File: src/rtl/pc_unit.sv
// rtl/pc_unit.sv - fetch program counter with redirect, stall, halt and alignment check
module pc_unit #(
    parameter int             N            = 64,
    parameter logic [N-1:0]   RESET_VECTOR = '0,
    parameter logic [N-1:0]   TRAP_VECTOR  = N'('h100),
    parameter logic [N-1:0]   INC          = N'(4),
    parameter int             ALIGN_BITS   = 2
) (
    input  logic                clk,
    input  logic                rst_n,
    input  logic                stall,
    input  logic                halt,
    input  logic                resume,
    input  logic                branch_taken,
    input  logic [N-1:0]        branch_target,
    input  logic                jump,
    input  logic [N-1:0]        jump_target,
    input  logic                trap,
    input  logic                fetch_ready,
    output logic                fetch_valid,
    output logic signed [N-1:0] pc,
    output logic [N-1:0]        pc_prev,
    output logic                misaligned,
    output logic [N-1:0]        bad_target,
    output logic                halted
);

    typedef enum logic [1:0] {
        BOOT   = 2'd0,
        RUN    = 2'd1,
        HALTED = 2'd2
    } state_t;

    // Low bits of a target that must be clear; a zero-width check yields an empty mask.
    localparam logic [N-1:0] ALIGN_MASK = (N'(1) << ALIGN_BITS) - N'(1);

    state_t       state;
    logic [N-1:0] pc_q;
    logic         handshake;
    logic         redirect;
    logic [N-1:0] target;
    logic         target_bad;

    // Fetch may only see the PC while running and not stalled.
    assign fetch_valid = (state == RUN) && !stall;
    assign handshake   = fetch_valid && fetch_ready;
    assign pc          = pc_q;
    assign halted      = (state == HALTED);

    // Jump outranks branch; the chosen target is checked for alignment before use.
    always_comb begin
        redirect   = jump || branch_taken;
        target     = jump ? jump_target : branch_target;
        target_bad = (target & ALIGN_MASK) != '0;
    end

    // PC, history and fault capture; every update lands on the edge after the request.
    always_ff @(posedge clk) begin
        if (!rst_n) begin
            state      <= BOOT;
            pc_q       <= RESET_VECTOR;
            pc_prev    <= '0;
            bad_target <= '0;
            misaligned <= 1'b0;
        end else begin
            misaligned <= 1'b0;
            case (state)
                BOOT: begin
                    state <= RUN;
                end
                RUN: begin
                    if (trap || redirect) begin
                        // The instruction handed over this cycle was still accepted.
                        if (handshake) pc_prev <= pc_q;
                        if (trap) begin
                            pc_q <= TRAP_VECTOR;
                        end else if (target_bad) begin
                            pc_q       <= TRAP_VECTOR;
                            bad_target <= target;
                            misaligned <= 1'b1;
                        end else begin
                            pc_q <= target;
                        end
                        if (halt) state <= HALTED;
                    end else if (halt) begin
                        state <= HALTED;
                    end else if (handshake) begin
                        pc_q    <= pc_q + INC;
                        pc_prev <= pc_q;
                    end
                end
                HALTED: begin
                    if (trap) begin
                        pc_q  <= TRAP_VECTOR;
                        state <= RUN;
                    end else begin
                        if (redirect) begin
                            if (target_bad) begin
                                pc_q       <= TRAP_VECTOR;
                                bad_target <= target;
                                misaligned <= 1'b1;
                            end else begin
                                pc_q <= target;
                            end
                        end
                        // resume takes precedence over a simultaneous halt.
                        if (resume) state <= RUN;
                    end
                end
                default: begin
                    state <= BOOT;
                end
            endcase
        end
    end

endmodule

File: config.mk
export PLATFORM = sky130hd
export DESIGN_NAME = pc_unit
export DESIGN_NICKNAME = d
export VERILOG_FILES = /design/src/rtl/pc_unit.sv
export SDC_FILE = /design/constraint.sdc
export NUM_CORES = 1
export LEC_CHECK = 0
export ABC_CLOCK_PERIOD_IN_PS = 4140
export CAP_MARGIN = 20
export CORE_MARGIN = 2
export CORE_UTILIZATION = 40
export DETAILED_ROUTE_END_ITERATION = 12
export PLACE_DENSITY = 0.72
export SYNTH_ARGS = -nofsm -noshare
export SYNTH_HDL_FRONTEND = slang
export SYNTH_SLANG_ARGS = --single-unit
File: constraint.sdc
create_clock -name clk -period 4.14 [get_ports clk]
set_input_delay 0.621 -clock clk [delete_from_list [all_inputs] [get_ports clk]]
set_output_delay 0.621 -clock clk [all_outputs]
set_load 0.01 [all_outputs]
# After elaboration in Yosys (flattened, before gate mapping)
# Cells that the tools add are included.
[word_totals] ff_bits=195 latch_bits=0 mem_bits_rw=0 rom_bits=0 input_bits=137 out_inout_bits=195 n_memories=0
[op_classes] n_addsub=1 mul=0 div_mod_pow=0 magnitude_cmp=0 eq_ne=12 shift=0 mux=28 n_bitwise=0 reduce_logical=12
[ops] operator="$mux 64" count=16
[ops] operator="$pmux 64 s2" count=2
[ops] operator="$add 64x3->64 const B" count=1
[ops] operator="$reduce_bool 64->1" count=1
[ops] operator="$ne 3x2->1 const B" count=3
[ops] operator="$mux 2" count=3
[ops] operator="$ne 2x1->1 const B" count=3
[ops] operator="$ne 2x2->1 const B" count=3
[ops] operator="$pmux 2 s3" count=1
[ops] operator="$mux 1" count=5
[ops] operator="$reduce_and 5->1" count=1
[ops] operator="$reduce_and 2->1" count=2
[ops] operator="$reduce_and 4->1" count=1
[ops] operator="$ne 3x3->1 const B" count=1
[ops] operator="$eq 2x1->1 const B" count=1
[ops] operator="$eq 2x2->1 const B" count=1
[ops] operator="$logic_and 1x1->1" count=2
[ops] operator="$logic_not 2->1" count=1
[ops] operator="$logic_or 1x1->1" count=2
[ops] operator="$pmux 1 s2" count=1
[ops] operator="$reduce_bool 2->1" count=1
[ops] operator="$logic_not 1->1" count=1

# Logic depth before layout (Yosys ltp)
[depth] depth_word=7 depth_mapped=10 depth_no_buf=8

# Worst setup path after synthesis
# No wires, ideal clock.
[synth_timing] path_type="flip-flop to flip-flop" startpoint="register state[0]" endpoint="register pc_q[62], in the netlist pc[62]" t_arrival_ps=2607 path_slack_ps=1471 path_stages_with_launch=10 path_cell_list="dfxtp_1 > inv_1 > ha_1 > or4_1 > buf_4 > nor2_8 > nand3_2 > or4b_4 > or3b_1 > nand3_1"
[synth_via] word_cells_on_any_way=10 classes_between="5 x eq/ne; 1 x mux; 4 x reduce/logical"
[synth_lines] item="start: declaration" line_no="37" source="state_t state;"
[synth_lines] item="start signal: assignment" line_no="60" source="state <= BOOT;"
[synth_lines] item="start signal: assignment" line_no="69" source="state <= RUN;"
[synth_lines] item="start signal: assignment" line_no="84" source="if (halt) state <= HALTED;"
[synth_lines] item="$eq 2x2->1 (*)"
[synth_lines] item="net halted" line_no="25" source="output logic halted"
[synth_lines] item="$ne 3x2->1 (no source line) / $reduce_bool 2->1 (equally long branches)"
[synth_lines] item="$reduce_and 4->1 (no source line)"
[synth_lines] item="end signal: assignment" line_no="82" source="pc_q <= target;"
[synth_lines] item="end signal: assignment" line_no="88" source="pc_q <= pc_q + INC;"
[synth_lines] item="end signal: assignment" line_no="103" source="pc_q <= target;"
[synth_lines] item="end: declaration" line_no="38" source="logic [N-1:0] pc_q;"
# The timed path passes the listed nets; every way through them passes the cells marked *.
# A chain may end at the register's enable or synchronous reset.

# Worst setup path in the final report
[layout_timing] startpoint="register pc_q[2], in the netlist pc[2]" endpoint="register pc_q[56], in the netlist pc[56]"
[layout_via] elab_chain_len=5
[layout_rtl] item="$add 64x3->64" line_no="88"
[layout_rtl] item="$mux 64" line_no="87" source="end else if (handshake) begin"
[layout_rtl] item="$mux 64" line_no="85" source="end else if (halt) begin"
[layout_rtl] item="$mux 64" line_no="72" source="if (trap || redirect) begin"
[layout_rtl] item="$pmux 64 s2" line_no="67" source="case (state)"
# Every way passes these cells. The select of a mux whose other input is x is not followed.

==> flow_metrics.env <==
export IMPL_ir_drop_mv=0.3058
export IMPL_leakage_nw=4.655
export IMPL_die_w_um=157.1
export IMPL_synth_top_cell_area_share_pct=41.62
export IMPL_async_flop_share_pct=0
export IMPL_dr_total_vias=10130
export IMPL_drtIter0Drc=827
export IMPL_hp_class="reg2reg"
export IMPL_critical_path_startpoint="pc[2]$_SDFFE_PN0P_"
export IMPL_slew_violations=0
export IMPL_fill_cells=2181
export IMPL_start_util_pct=40.32
export IMPL_yosysWarningCount=0
export IMPL_path_buf_inv=0
export IMPL_drive_gt1_share_pct=5.701
export IMPL_grt_antenna_before_repair=0
export IMPL_core_area_um2=23260
export IMPL_final_net_count=1585
export IMPL_grt_ovfl_total=0
export IMPL_cts_buffers=17
export IMPL_grt_first_pass_wirelength_um=53990
export IMPL_status="finished, final reports clean"
export IMPL_io_pins=332
export IMPL_multiInputGateArea_um2=5100
export IMPL_clock_latency_ns=0.44
export IMPL_tns_ns=0
export IMPL_synth_edff_count=0
export IMPL_dp_hpwl_um=26180
export IMPL_path_cells="ha_1 > nand3_1 > nor4_1 > nand4_1 > nor2_1 > mux2_2 > o221ai_1"
export IMPL_regArea_um2=3904
export IMPL_slowest_delay_ns=0.78
export IMPL_routabilityCongestion=0.9446
export IMPL_cts_tree="done"
export IMPL_slew_limit_headroom_pct=30.27
export IMPL_cts_sinks=195
export IMPL_synthTopCellsByCount="dfxtp_1, nand2_1, nor2_1"
export IMPL_root_buffer="clkbuf_16"
export IMPL_start_kind="register"
export IMPL_hold_path_startpoint="pc_prev[17]$_SDFFE_PN0P_"
export IMPL_final_cells=1775
export IMPL_track_usage_pct=28.54
export IMPL_drv_cap=0
export IMPL_synth_ff_type="dfxtp_1"
export IMPL_grt_max_degree=93
export IMPL_cts_hold_fix_buffers=0
export IMPL_rsz0062_at_grt="false"
export IMPL_cp_max_fo=8
export IMPL_crit_arrival_ns=3.61
export IMPL_crit_family="simple AND/OR/NAND/NOR gates"
export IMPL_clk_pin_slew_ns=0.08
export IMPL_power_density_nw_per_um2=372.8
export IMPL_cp_end_kind="register"
export IMPL_cts_htree_levels=4
export IMPL_clockBufferDepth=2
export IMPL_fmax_mhz=307.1
export IMPL_finalHoldViolations=0
export IMPL_synthToLayoutAreaGrowth_pct=44.64
export IMPL_ys_ff_latch=195
export IMPL_syn_inst=1162
export IMPL_yosysTopAreaCell="dfxtp_1"
export IMPL_avgViaCountPerCell=5.704
export IMPL_synth_seq_area_share_pct=41.62
export IMPL_ys_types=64
export IMPL_slowest_stage="nor4_1"
export IMPL_worst_pin_slew_ns=1.046
export IMPL_worstReg2RegStart="pc[2]$_SDFFE_PN0P_"
export IMPL_cts_setup_buffers=0
export IMPL_num_antenna_cells=0
export IMPL_netlist_area_um2=9379
export IMPL_drt_total_wl_um=35850
export IMPL_netlist_top_cells_area="dfxtp_1, nand2_1, mux2i_1, a21oi_1, a211oi_1"
export IMPL_fin_crit_sh_pct=78.65
export IMPL_firstDrtPassIters=5
export IMPL_synth_net_count=1304
export IMPL_setup_viol=0
export IMPL_layout_min_cycle_time_ns=3.256
export IMPL_cts_repair_resized=0
export IMPL_finClkSkew_ns=0.008913
export IMPL_num_rows=56
export IMPL_synth_most_common_cell="dfxtp_1"
export IMPL_dpl_cell_count=1742
export IMPL_wire_per_inst_um=20.20
export IMPL_synth_avg_cell_area_um2=8.071
export IMPL_dieArea_um2=24690
export IMPL_io_buffer_count=331
export IMPL_grt_pass1_vias=9519
export IMPL_postRouteAntennaNets=0
export IMPL_drc_errors=0
export IMPL_dieHeight_um=157.1
export IMPL_critical_path_class="reg2reg"
export IMPL_worstPathRequired_ns=4.50
## worst register-to-register path, delay by kind of cell, from the launching register on
| kind | cells | cell delay (ns) |
|---|---|---|
| AND/OR/NAND/NOR | 4 | 1.78 |
| multiplexers | 1 | 0.39 |
| AO/OA/AOI/OAI | 1 | 0.15 |
| flip-flops | 1 | 0.55 |
| adder cells (fa/ha/maj) | 1 | 0.30 |
## state kept, by name, indices dropped and copies added (netlist names)
register    flops
bad_target     64
pc             64
pc_prev        64
state           2
misaligned      1
## per-layer routing
layer	wire [um]	vias to the layer above	part of all wire [%]	GRT usage (%)
met5	0	-	0	0
met4	1619	0	4.5	13.68
met3	2956	85	8.2	6.911
met2	17130	520	48	48.14
met1	14140	4724	39	34.19
li1	-	4796	-	-
## placed cells by master (no fill, tap or decap), types with 9 or more instances in the layout
| cell | netlist | routed |
|---|---|---|
| clkbuf_16 | 0 | 17 |
| dfxtp_1 | 195 | 195 |
| and2_1 | 11 | 10 |
| nand2_1 | 192 | 192 |
| and4_1 | 9 | 9 |
| nor4_1 | 9 | 9 |
| nor2_1 | 121 | 121 |
| a32o_1 | 10 | 10 |
| nand3_1 | 37 | 37 |
| a21oi_1 | 101 | 101 |
| and3_1 | 19 | 19 |
| a31oi_1 | 11 | 10 |
| nand4_1 | 28 | 28 |
| o21ai_0 | 37 | 37 |
| o22ai_1 | 16 | 16 |
| nor3_1 | 24 | 24 |
| clkdlybuf4s50_1 | 0 | 330 |
| a211oi_1 | 63 | 63 |
| buf_4 | 2 | 24 |
| mux2i_1 | 68 | 68 |
## path summary, 6_finish.rpt
kind | slack, ns | cells past startpoint | to
setup reg to reg | 0.88 | 7 | pc[56]$_SDFFE_PN0P_
setup / recovery | 0.88 | 7 | pc[56]$_SDFFE_PN0P_
hold reg to reg | 0.45 | 2 | pc_prev[17]$_SDFFE_PN0P_
hold / removal | 0.45 | 2 | pc_prev[17]$_SDFFE_PN0P_
## power breakdown
group          internal (mW)  switching (mW)
combinational          0.548           0.664
sequential              2.00           0.137
clock                  0.882           0.824
## stage by stage
step                      cell area (um^2)  worst slack [ns]  total power [mW]  util, %  hold slack [ns]
after floorplan                       9379             1.471             2.745        -           0.4805
after global placement               12960            0.7991             3.356    55.70           0.4411
after detailed placement             12960            0.7751             3.376    55.70           0.4453
after CTS                            13560            0.9973             5.076    58.28           0.4560
after global routing                 13570            0.6368             5.275    58.32           0.4706
final                                13570            0.8838             5.057    58.32           0.4548
## cell type report
| type | count | area share [%] |
|---|---|---|
| clock buffers | 18 | 3.237 |
| well taps | 319 | 2.942 |
| clock inverters | 14 | 1.190 |
| repair buffers | 356 | 25.97 |
| multi-input cells | 864 | 37.59 |
| inverters | 9 | 0.2859 |
| flip-flops and latches | 195 | 28.78 |
## cells by family after synthesis
group	after synthesis	share of synthesized area, %
AOI/OAI and AO/OA	299	21.13
adders and majority gates	5	0.6670
buffers and inverters	103	4.282
DFF	195	41.62
muxes	74	7.978
and+or+nand+nor	486	24.32
(Power assumes the default switching activity.)
